**src/rtl/sfx_pkg.sv**
```systemverilog
// Shared types and constants for the sound-effect scheduler.
package sfx_pkg;

    // START is folded into the IDLE->WAIT_ACK transition, so the start cycle already reads WAIT_ACK.
    typedef enum logic [2:0] {
        IDLE,
        START,
        WAIT_ACK,
        PLAYING,
        STOP_WAIT,
        GAP
    } sfx_state_t;

    localparam int SFX_PASS = 0;
    localparam int SFX_FAIL = 1;
    localparam int SFX_HIT  = 2;
    localparam int SFX_TICK = 3;

    localparam int unsigned DEFAULT_GAP_CYCLES  = 5_000_000;
    localparam int unsigned DEFAULT_ACK_TIMEOUT = 1_000;

endpackage

```
**src/rtl/sfx_prio_enc.sv**
```systemverilog
// Fixed-priority encoder: the lowest set request bit wins.
module sfx_prio_enc #(
    parameter int N  = 4,
    parameter int IW = 2
) (
    input  logic [N-1:0]  req,
    output logic          valid,
    output logic [IW-1:0] index
);

    always_comb begin
        valid = 1'b0;
        index = '0;
        for (int i = N - 1; i >= 0; i--) begin
            if (req[i]) begin
                valid = 1'b1;
                index = IW'(i);
            end
        end
    end

endmodule

```
**src/rtl/sfx_scheduler.sv**
```systemverilog
// Arbitrates game-event sound effects onto the single melody player, with
// priority selection, preemption, mute, an inter-effect gap and an ack timeout.
module sfx_scheduler
    import sfx_pkg::*;
#(
    parameter int          NUM_SFX      = 4,
    parameter int unsigned GAP_CYCLES   = DEFAULT_GAP_CYCLES,
    parameter int unsigned ACK_TIMEOUT  = DEFAULT_ACK_TIMEOUT,
    parameter logic [NUM_SFX-1:0] PREEMPT_MASK = NUM_SFX'(1),
    localparam int         ID_W         = (NUM_SFX > 1) ? $clog2(NUM_SFX) : 1
) (
    input  logic               clk,
    input  logic               reset_n,
    input  logic [NUM_SFX-1:0] sfx_req,
    input  logic               mute,
    input  logic               player_busy,
    output logic               player_start,
    output logic               player_stop,
    output logic [ID_W-1:0]    player_id,
    output logic [NUM_SFX-1:0] pending,
    output logic               active,
    output logic               ack_err
);

    sfx_state_t         state;
    logic [31:0]        cnt;

    logic [NUM_SFX-1:0] cand;
    logic               sel_valid;
    logic [ID_W-1:0]    sel_idx;
    logic               pre_valid;
    logic [ID_W-1:0]    pre_idx;
    logic               preempt_hit;
    logic               start_now;
    logic [NUM_SFX-1:0] issue_bit;
    logic [NUM_SFX-1:0] pending_next;

    assign cand = pending | sfx_req;

    sfx_prio_enc #(.N(NUM_SFX), .IW(ID_W)) u_sel_enc (
        .req   (cand),
        .valid (sel_valid),
        .index (sel_idx)
    );

    sfx_prio_enc #(.N(NUM_SFX), .IW(ID_W)) u_pre_enc (
        .req   (cand & PREEMPT_MASK),
        .valid (pre_valid),
        .index (pre_idx)
    );

    assign preempt_hit = pre_valid && (pre_idx < player_id);

    // A start can launch from IDLE, the last gap cycle, or straight out of a preemption stop.
    always_comb begin
        start_now = 1'b0;
        if (sel_valid && !mute) begin
            case (state)
                IDLE:      start_now = 1'b1;
                GAP:       start_now = (cnt <= 32'd1);
                STOP_WAIT: start_now = !player_busy;
                default:   start_now = 1'b0;
            endcase
        end
    end

    // A request that is issued in the cycle it arrives is consumed; a fresh pulse
    // for an already-latched effect survives the issue and plays again later.
    always_comb begin
        issue_bit = start_now ? (NUM_SFX'(1) << sel_idx) : '0;
        if (mute) begin
            pending_next = '0;
        end else begin
            pending_next = (pending & ~issue_bit) | (sfx_req & ~(issue_bit & ~pending));
        end
    end

    always_ff @(posedge clk or negedge reset_n) begin
        if (!reset_n) begin
            state        <= IDLE;
            cnt          <= '0;
            player_start <= 1'b0;
            player_stop  <= 1'b0;
            player_id    <= '0;
            pending      <= '0;
            active       <= 1'b0;
            ack_err      <= 1'b0;
        end else begin
            player_start <= 1'b0;
            player_stop  <= 1'b0;
            ack_err      <= 1'b0;
            pending      <= pending_next;

            if (start_now) begin
                player_start <= 1'b1;
                player_id    <= sel_idx;
                state        <= WAIT_ACK;
                cnt          <= 32'(ACK_TIMEOUT);
                active       <= 1'b1;
            end else begin
                case (state)
                    IDLE: begin
                        active <= 1'b0;
                    end
                    WAIT_ACK: begin
                        if (mute) begin
                            player_stop <= 1'b1;
                            state       <= STOP_WAIT;
                        end else if (player_busy) begin
                            state <= PLAYING;
                        end else if (cnt <= 32'd1) begin
                            ack_err <= 1'b1;
                            state   <= GAP;
                            cnt     <= 32'(GAP_CYCLES);
                            active  <= 1'b0;
                        end else begin
                            cnt <= cnt - 32'd1;
                        end
                    end
                    PLAYING: begin
                        if (mute || (player_busy && preempt_hit)) begin
                            player_stop <= 1'b1;
                            state       <= STOP_WAIT;
                        end else if (!player_busy) begin
                            state  <= GAP;
                            cnt    <= 32'(GAP_CYCLES);
                            active <= 1'b0;
                        end
                    end
                    STOP_WAIT: begin
                        if (!player_busy) begin
                            state  <= IDLE;
                            active <= 1'b0;
                        end
                    end
                    GAP: begin
                        if (cnt <= 32'd1) begin
                            state <= IDLE;
                        end else begin
                            cnt <= cnt - 32'd1;
                        end
                    end
                    default: begin
                        state  <= IDLE;
                        active <= 1'b0;
                    end
                endcase
            end
        end
    end

endmodule

```
**config.mk**
```make
export PLATFORM = sky130hd
export DESIGN_NAME = sfx_scheduler
export DESIGN_NICKNAME = d
export VERILOG_FILES = /design/src/rtl/sfx_pkg.sv /design/src/rtl/sfx_prio_enc.sv /design/src/rtl/sfx_scheduler.sv
export SDC_FILE = /design/constraint.sdc
export NUM_CORES = 1
export LEC_CHECK = 0
export BUFFER_PORTS_ARGS = -buffer_cell sky130_fd_sc_hd__buf_4
export CORE_ASPECT_RATIO = 1.75
export CORE_MARGIN = 3
export CORE_UTILIZATION = 55
export DETAILED_ROUTE_END_ITERATION = 12
export PLACE_DENSITY = 0.77
export RECOVER_POWER = 50
export SLEW_MARGIN = 20
export SYNTH_ARGS = -nofsm -noshare
export SYNTH_HDL_FRONTEND = slang
export SYNTH_HIERARCHICAL = 1
export SYNTH_SLANG_ARGS = --single-unit
```
**constraint.sdc**
```tcl
create_clock -name clk -period 2.3 [get_ports clk]
set_input_delay 0.46 -clock clk [delete_from_list [all_inputs] [get_ports clk]]
set_output_delay 0.46 -clock clk [all_outputs]
set_load 0.1 [all_outputs]
```
==> results.json, run 1 <==
{
  "status": "complete, but fails checks",
  "violations": "setup timing",
  "path_buf_inv": 3,
  "numCtsBuffers": 5,
  "crit_type": "reg -> reg",
  "r2r_end": "cnt[21]$_DFFE_PN0P_",
  "ir_drop_v": 0.000749,
  "drtPass1Iterations": 7,
  "fin_crit_ps": 2600,
  "power.internal_w": 0.00293,
  "max_freq_mhz": 384,
  "hpwl_um": 6690,
  "die-area_um2": 6380,
  "p_sw_w": 0.00296,
  "ys_seq_elements": 45,
  "fin_util_pct": 93.2,
  "fin_ws_ps": -304,
  "path_max_fanout": 5,
  "grt_pass1_vias": 3516,
  "min_path_type": "in -> async",
  "ys_seq_area_share_pct": 37.8,
  "crit_path_end_kind": "flop",
  "cts_sinks": 45,
  "clkSlewWorstSetupHoldPaths_ps": 100,
  "yosysUniqueCellTypes": 68,
  "portBuffers": 17,
  "syn_inst": 336,
  "syn_to_final_growth_pct": 59.5,
  "cp-start-kind": "flop",
  "syn-cell-area_um2": 2980,
  "yosysWarningCount": 6,
  "comb_power_share_pct": 69.0,
  "synth-edff-count": 0,
  "via_per_inst": 7.71,
  "ctsHoldBuffers": 0,
  "worstPathRequired_ps": 2520,
  "crit_path_max_incr_delay_ps": 490,
  "cts_tree": "yes",
  "tightest_slew_ps": 1240,
  "final_nets": 490,
  "grt_max_degree": 46,
  "p_sw_share_pct": 50.2,
  "min_period_over_period_pct": 113,
  "start_util_pct": 58.4,
  "diodes": 0,
  "grt_first_pass_wirelength_um": 17200,
  "cp_cell_sequence": "or2_4 -> buf_4 -> nor2_1 -> nand2_1 -> nor2b_4 -> buf_6 -> nand3_4 -> nand2_4 -> o22ai_4 -> clkbuf_16 -> o21ai_0 -> a31oi_1",
  "clkLatencyLatePin_ps": 310,
  "design_area_um2": 4760,
  "power_density_nw_per_um2": 1240,
  "ys.flop_type": "dfrtp_1",
  "drive_above_1_share_pct": 50.6,
  "drv_cap": 0,
  "cp-endpoint": "cnt[21]$_DFFE_PN0P_",
  "power_frac_seq_pct": 22.2,
  "h-tree-depth": 2,
  "timing.slew.headroom_pct": 17.5,
  "p_leak_nw": 2.06,
  "wl_per_cell_um": 29.5,
  "slew_viol_final": 0,
  "setup_viol": 43,
  "synthArstFlopShare_pct": 100,
  "tns_ps": -9540,
  "via_count": 4119,
  "die_h_um": 103,
  "cts_root_buf": "clkbuf_8",
  "core_um2": 5100,
  "chipWidth_um": 61.7,
  "cp-startpoint": "pending[0]$_DFF_PN0_",
  "cp.arrival_ps": 2820,
  "avgSynthCellArea_um2": 8.87,
  "io_pins": 18,
  "crit_slowest_cell": "dfrtp_4",
  "final_hold_viol_count": 0,
  "drt-initial-drc-count": 701,
  "rows": 34,
  "p_clk_share_pct": 8.8,
  "finalClockSkew_ps": 14.7,
  "grt_overflow_total": 0,
  "rsz0062_at_grt": "true",
  "rrSetupSlack_ps": -300,
  "place_ws_ps": -259,
  "crit-reg2reg-launch": "pending[0]$_DFF_PN0_",
  "postPlaceCellArea_um2": 3960,
  "track_usage_pct": 36.7,
  "rr_worst_depth": 12,
  "clockBufferDepth": 2,
  "cp.depth": 12,
  "gp_congestion": 0.959,
  "wl_um": 15800,
  "drc_errors": 0,
  "ant_nets": 0,
  "antenna_found_initial": 0,
  "cp_top_family": "simple AND/OR/NAND/NOR gates"
}
## repair_timing
| item | CTS | global route |
|---|---|---|
| pin swaps | 19 | 30 |
| cloned | 3 | 5 |
| gates resized for setup | 46 | 49 |
| endpoints found under the setup margin | 43 | 43 |
| buffers inserted | 10 | 12 |
## flip-flops by register name, indices dropped and copies added, names as in the netlist
name / flops
pending: 4
state: 3
player_start: 1
cnt: 32
player_stop: 1
ack_err: 1
active: 1
player_id: 2
## power groups by stage
stage,Clock [W],Combinational [W],Sequential [W]
global placement,0,0.00279,0.00124
finish,0.000518,0.00406,0.00131
detailed placement,0,0.00286,0.00125
floorplan,0,0.00137,0.00157
global route,0.000535,0.00415,0.00132
CTS,0.000494,0.00324,0.00124
## layer usage
layer	global-route usage [%]	up-vias	part of all wire [%]
met1	38.8	1892	31
met3	8.20	176	13
li1	-	1574	-
met4	24.0	0	10
met2	62.8	477	45
met5	0	-	0
## Yosys cell counts (all sizes together) (8+ instances only)
cell type,instances,share of area [%]
o22ai,9,2.1
a211o,8,2.4
a211oi,15,3.8
inv,16,2.0
nand2,30,4.0
or3,10,2.1
a21oi,10,1.9
or4,9,2.4
nor2,32,4.4
nor3,17,3.2
o21ai,8,1.3
clkbuf,11,1.4
nor4,9,2.8
dfrtp,45,38
## layout make-up
cell class,instances,area [um^2]
sequential,45,1150
timing repair buffer,144,1260
tap,54,67.6
fill,163,348
inverter,16,60.1
multi-input combinational,267,2130
clock buffer,6,72.6
clock inverter,2,10.0
## logic make-up (layout without fill, tap and decap cells)
kind of cell,after synthesis,count (layout),synth area share (%)
simple gates,153,154,29.0
fa+ha+maj,3,3,1.26
mux,3,3,1.09
flops,45,45,37.8
compound gates,98,100,25.9
other cells,1,7,0.126
buf+inv,33,168,4.83
## through the flow
| stage | instances | total power [W] | hold WS, ps |
|---|---|---|---|
| floorplan | 342 | 0.00294 | 164 |
| global placement | 497 | 0.00402 | 465 |
| detailed placement | 497 | 0.00411 | 483 |
| CTS | 517 | 0.00497 | 174 |
| global route | 534 | 0.00601 | 414 |
| finish | 534 | 0.00589 | 388 |
## layout by cell type, fill, tap and decap left out, drive strengths merged, types with 4 or more instances in the layout
master   instances
o21ai            8
a32o             4
nand4            7
nand2           31
o22a             6
nor3            17
conb             7
inv             16
buf            139
o2bb2ai          4
nand2b           7
or4              9
and3             6
or3             10
a31oi            6
o22ai            9
dfrtp           45
nor2            32
nand3            7
nor4             9
o311a            4
a21oi           10
or2              7
a211oi          15
clkbuf          11
a211o            8
## worst min-delay path by stage
stage	slack, ps	endpoint	from	cells after the start
2_1_floorplan	160	ack_err$_DFF_PN0_	reset_n	0
3_3_place_gp	460	active$_DFFE_PN0P_	active$_DFFE_PN0P_	1
3_5_place_dp	480	active$_DFFE_PN0P_	active$_DFFE_PN0P_	1
4_1_cts	170	pending[2]$_DFF_PN0_	reset_n	1
5_1_grt	410	ack_err$_DFF_PN0_	player_busy	2
6_report	390	player_start$_DFF_PN0_	reset_n	1
Note: power is estimated with default switching activity, not from simulation.
==> run 2, diff against run 1 <==
--- a/config.mk
+++ b/config.mk
@@ -12,6 +12,7 @@
 export DETAILED_ROUTE_END_ITERATION = 12
 export PLACE_DENSITY = 0.77
 export RECOVER_POWER = 50
+export REMOVE_ABC_BUFFERS = 1
 export SLEW_MARGIN = 20
 export SYNTH_ARGS = -nofsm -noshare
 export SYNTH_HDL_FRONTEND = slang
==> results.json, run 2 (same netlist as run 1, synthesis figures left out) <==
{
  "status": "complete, but fails checks",
  "violations": "setup timing",
  "wl_per_cell_um": 28.6,
  "fin_crit_ps": 2750,
  "worstPathRequired_ps": 2520,
  "syn_to_final_growth_pct": 53.8,
  "drc_errors": 0,
  "grt_pass1_vias": 3653,
  "final_hold_viol_count": 0,
  "met2_length_um": 6800,
  "io_pins": 18,
  "via_count": 4068,
  "p_leak_nw": 1.99,
  "tns_ps": -12950,
  "grt_overflow_total": 0,
  "cp-start-kind": "flop",
  "power_density_nw_per_um2": 1320,
  "grt_max_degree": 46,
  "h-tree-depth": 2,
  "die-area_um2": 6380,
  "start_util_pct": 58.4,
  "ant_nets": 0,
  "grt_first_pass_wirelength_um": 18300,
  "final_common_cell": "buf_4",
  "antenna_found_initial": 0,
  "tightest_slew_ps": 1260,
  "track_usage_pct": 39.4,
  "core_um2": 5100,
  "clockBufferDepth": 2,
  "dpl.cell_count": 490,
  "fin_ws_ps": -448,
  "drtPass1Iterations": 5,
  "cp-startpoint": "cnt[4]$_DFFE_PN0P_",
  "n_fill_cell": 184,
  "min_period_over_period_pct": 119,
  "drv_cap": 0,
  "crit_path_end_kind": "flop",
  "cp.arrival_ps": 2960,
  "die_h_um": 103,
  "wl_met1_um": 4550,
  "max_freq_mhz": 364,
  "numCtsBuffers": 5,
  "ir_drop_v": 0.000865,
  "rows": 34,
  "clkLatencyLatePin_ps": 330,
  "top_regs": "cnt: 32 flops, pending: 4 flops, state: 3 flops",
  "hpwl_um": 6790,
  "crit-reg2reg-launch": "cnt[4]$_DFFE_PN0P_",
  "ctsHoldBuffers": 0,
  "wl_met3_um": 1950,
  "fin_util_pct": 89.9,
  "top_register": "cnt",
  "power_w": 0.00604,
  "highest_layer": "met4",
  "via_per_inst": 7.79,
  "clkSlewWorstSetupHoldPaths_ps": 90,
  "portBuffers": 17,
  "cts_tree": "yes",
  "stdcell_count": 522,
  "finalClockSkew_ps": 9.44,
  "gp_congestion": 0.986,
  "final_cell_mix": "buf_4 (113), dfrtp_1 (44), nand2_1 (26), nor2_1 (25), buf_6 (15)",
  "largest_register_ffs": 32,
  "wl_um": 14900,
  "cts_root_buf": "clkbuf_8",
  "setup_viol": 43,
  "timing.slew.headroom_pct": 16.3,
  "final_nets": 480,
  "min_path_type": "in -> async",
  "drt-initial-drc-count": 916,
  "crit_type": "reg -> reg",
  "drive_above_1_share_pct": 47.4,
  "worst_hold_slack_ps": 383,
  "slew_viol_final": 0,
  "path_max_fanout": 12,
  "cts_sinks": 45,
  "rsz0062_at_grt": "true",
  "diodes": 0,
  "chipWidth_um": 61.7
}
==> run 2: changes by cell type in the layout (fill, tap and decap cells not counted), sizes merged <==
| cell | delta |
|---|---|
| a32o | -2 |
| clkinv | -1 |
| clkbuf | -3 |
| buf | -6 |
==> run 2: stage by stage <==
step / worst slack [ps] / instance area (um^2)
3_3_place_gp: -207 / 3860
2_1_floorplan: -836 / 2920
4_1_cts: -58.7 / 4310
3_5_place_dp: -283 / 3860
6_report: -448 / 4590
5_1_grt: -698 / 4590
==> run 2: per-layer routing <==
metal / track usage [%] / up-vias
li1: - / 1547
met1: 41.6 / 1831
met2: 65.9 / 489
met3: 8.82 / 201
met4: 28.3 / 0
met5: 0 / -
==> run 2: worst max-delay path, stage by stage (launching register included) <==
cell	delay, ps
dfrtp_1	440
nor4_2	370
nand4_1	330
or4_4	680
o31ai_4	270
buf_12	200
nand4_1	120
and3b_1	210
==> run 2: worst paths after layout <==
kind / depth (start not counted) / slack, ps / to
worst max register to register: 7 / -450 / pending[3]$_DFF_PN0_
max in group asynchronous: 1 / 1100 / cnt[8]$_DFFE_PN0P_
worst min register to register: 1 / 550 / cnt[16]$_DFFE_PN0P_
worst max-delay path: 7 / -450 / pending[3]$_DFF_PN0_
min in group clk: 2 / 400 / ack_err$_DFF_PN0_
worst min-delay path: 1 / 380 / cnt[18]$_DFFE_PN0P_
==> run 2: repair_timing <==
item,CTS,global route
endpoints found under the setup margin,42,42
pin swaps,16,15
buffers inserted,10,10
resized for setup,57,34
gates cloned,3,3
==> run 2: power by group <==
group	leakage [nW]	switching [W]	internal, W
logic	1.39	0.00242	0.00185
registers	0.566	0.000240	0.00102
clock network	0.0399	0.000308	0.000201
total	1.99	0.00297	0.00307
==> run 2: area by class of cell <==
type                    count  area (um^2)  share of cell area [%]
repair buffers            136         1160                    25.4
flip-flops and latches     45         1130                    24.6
multi-input cells         265         2090                    45.6
well taps                  54         67.6                    1.47
clock buffers               5         68.8                    1.50
inverters                  16         60.1                    1.31
clock inverters             1         5.00                   0.109
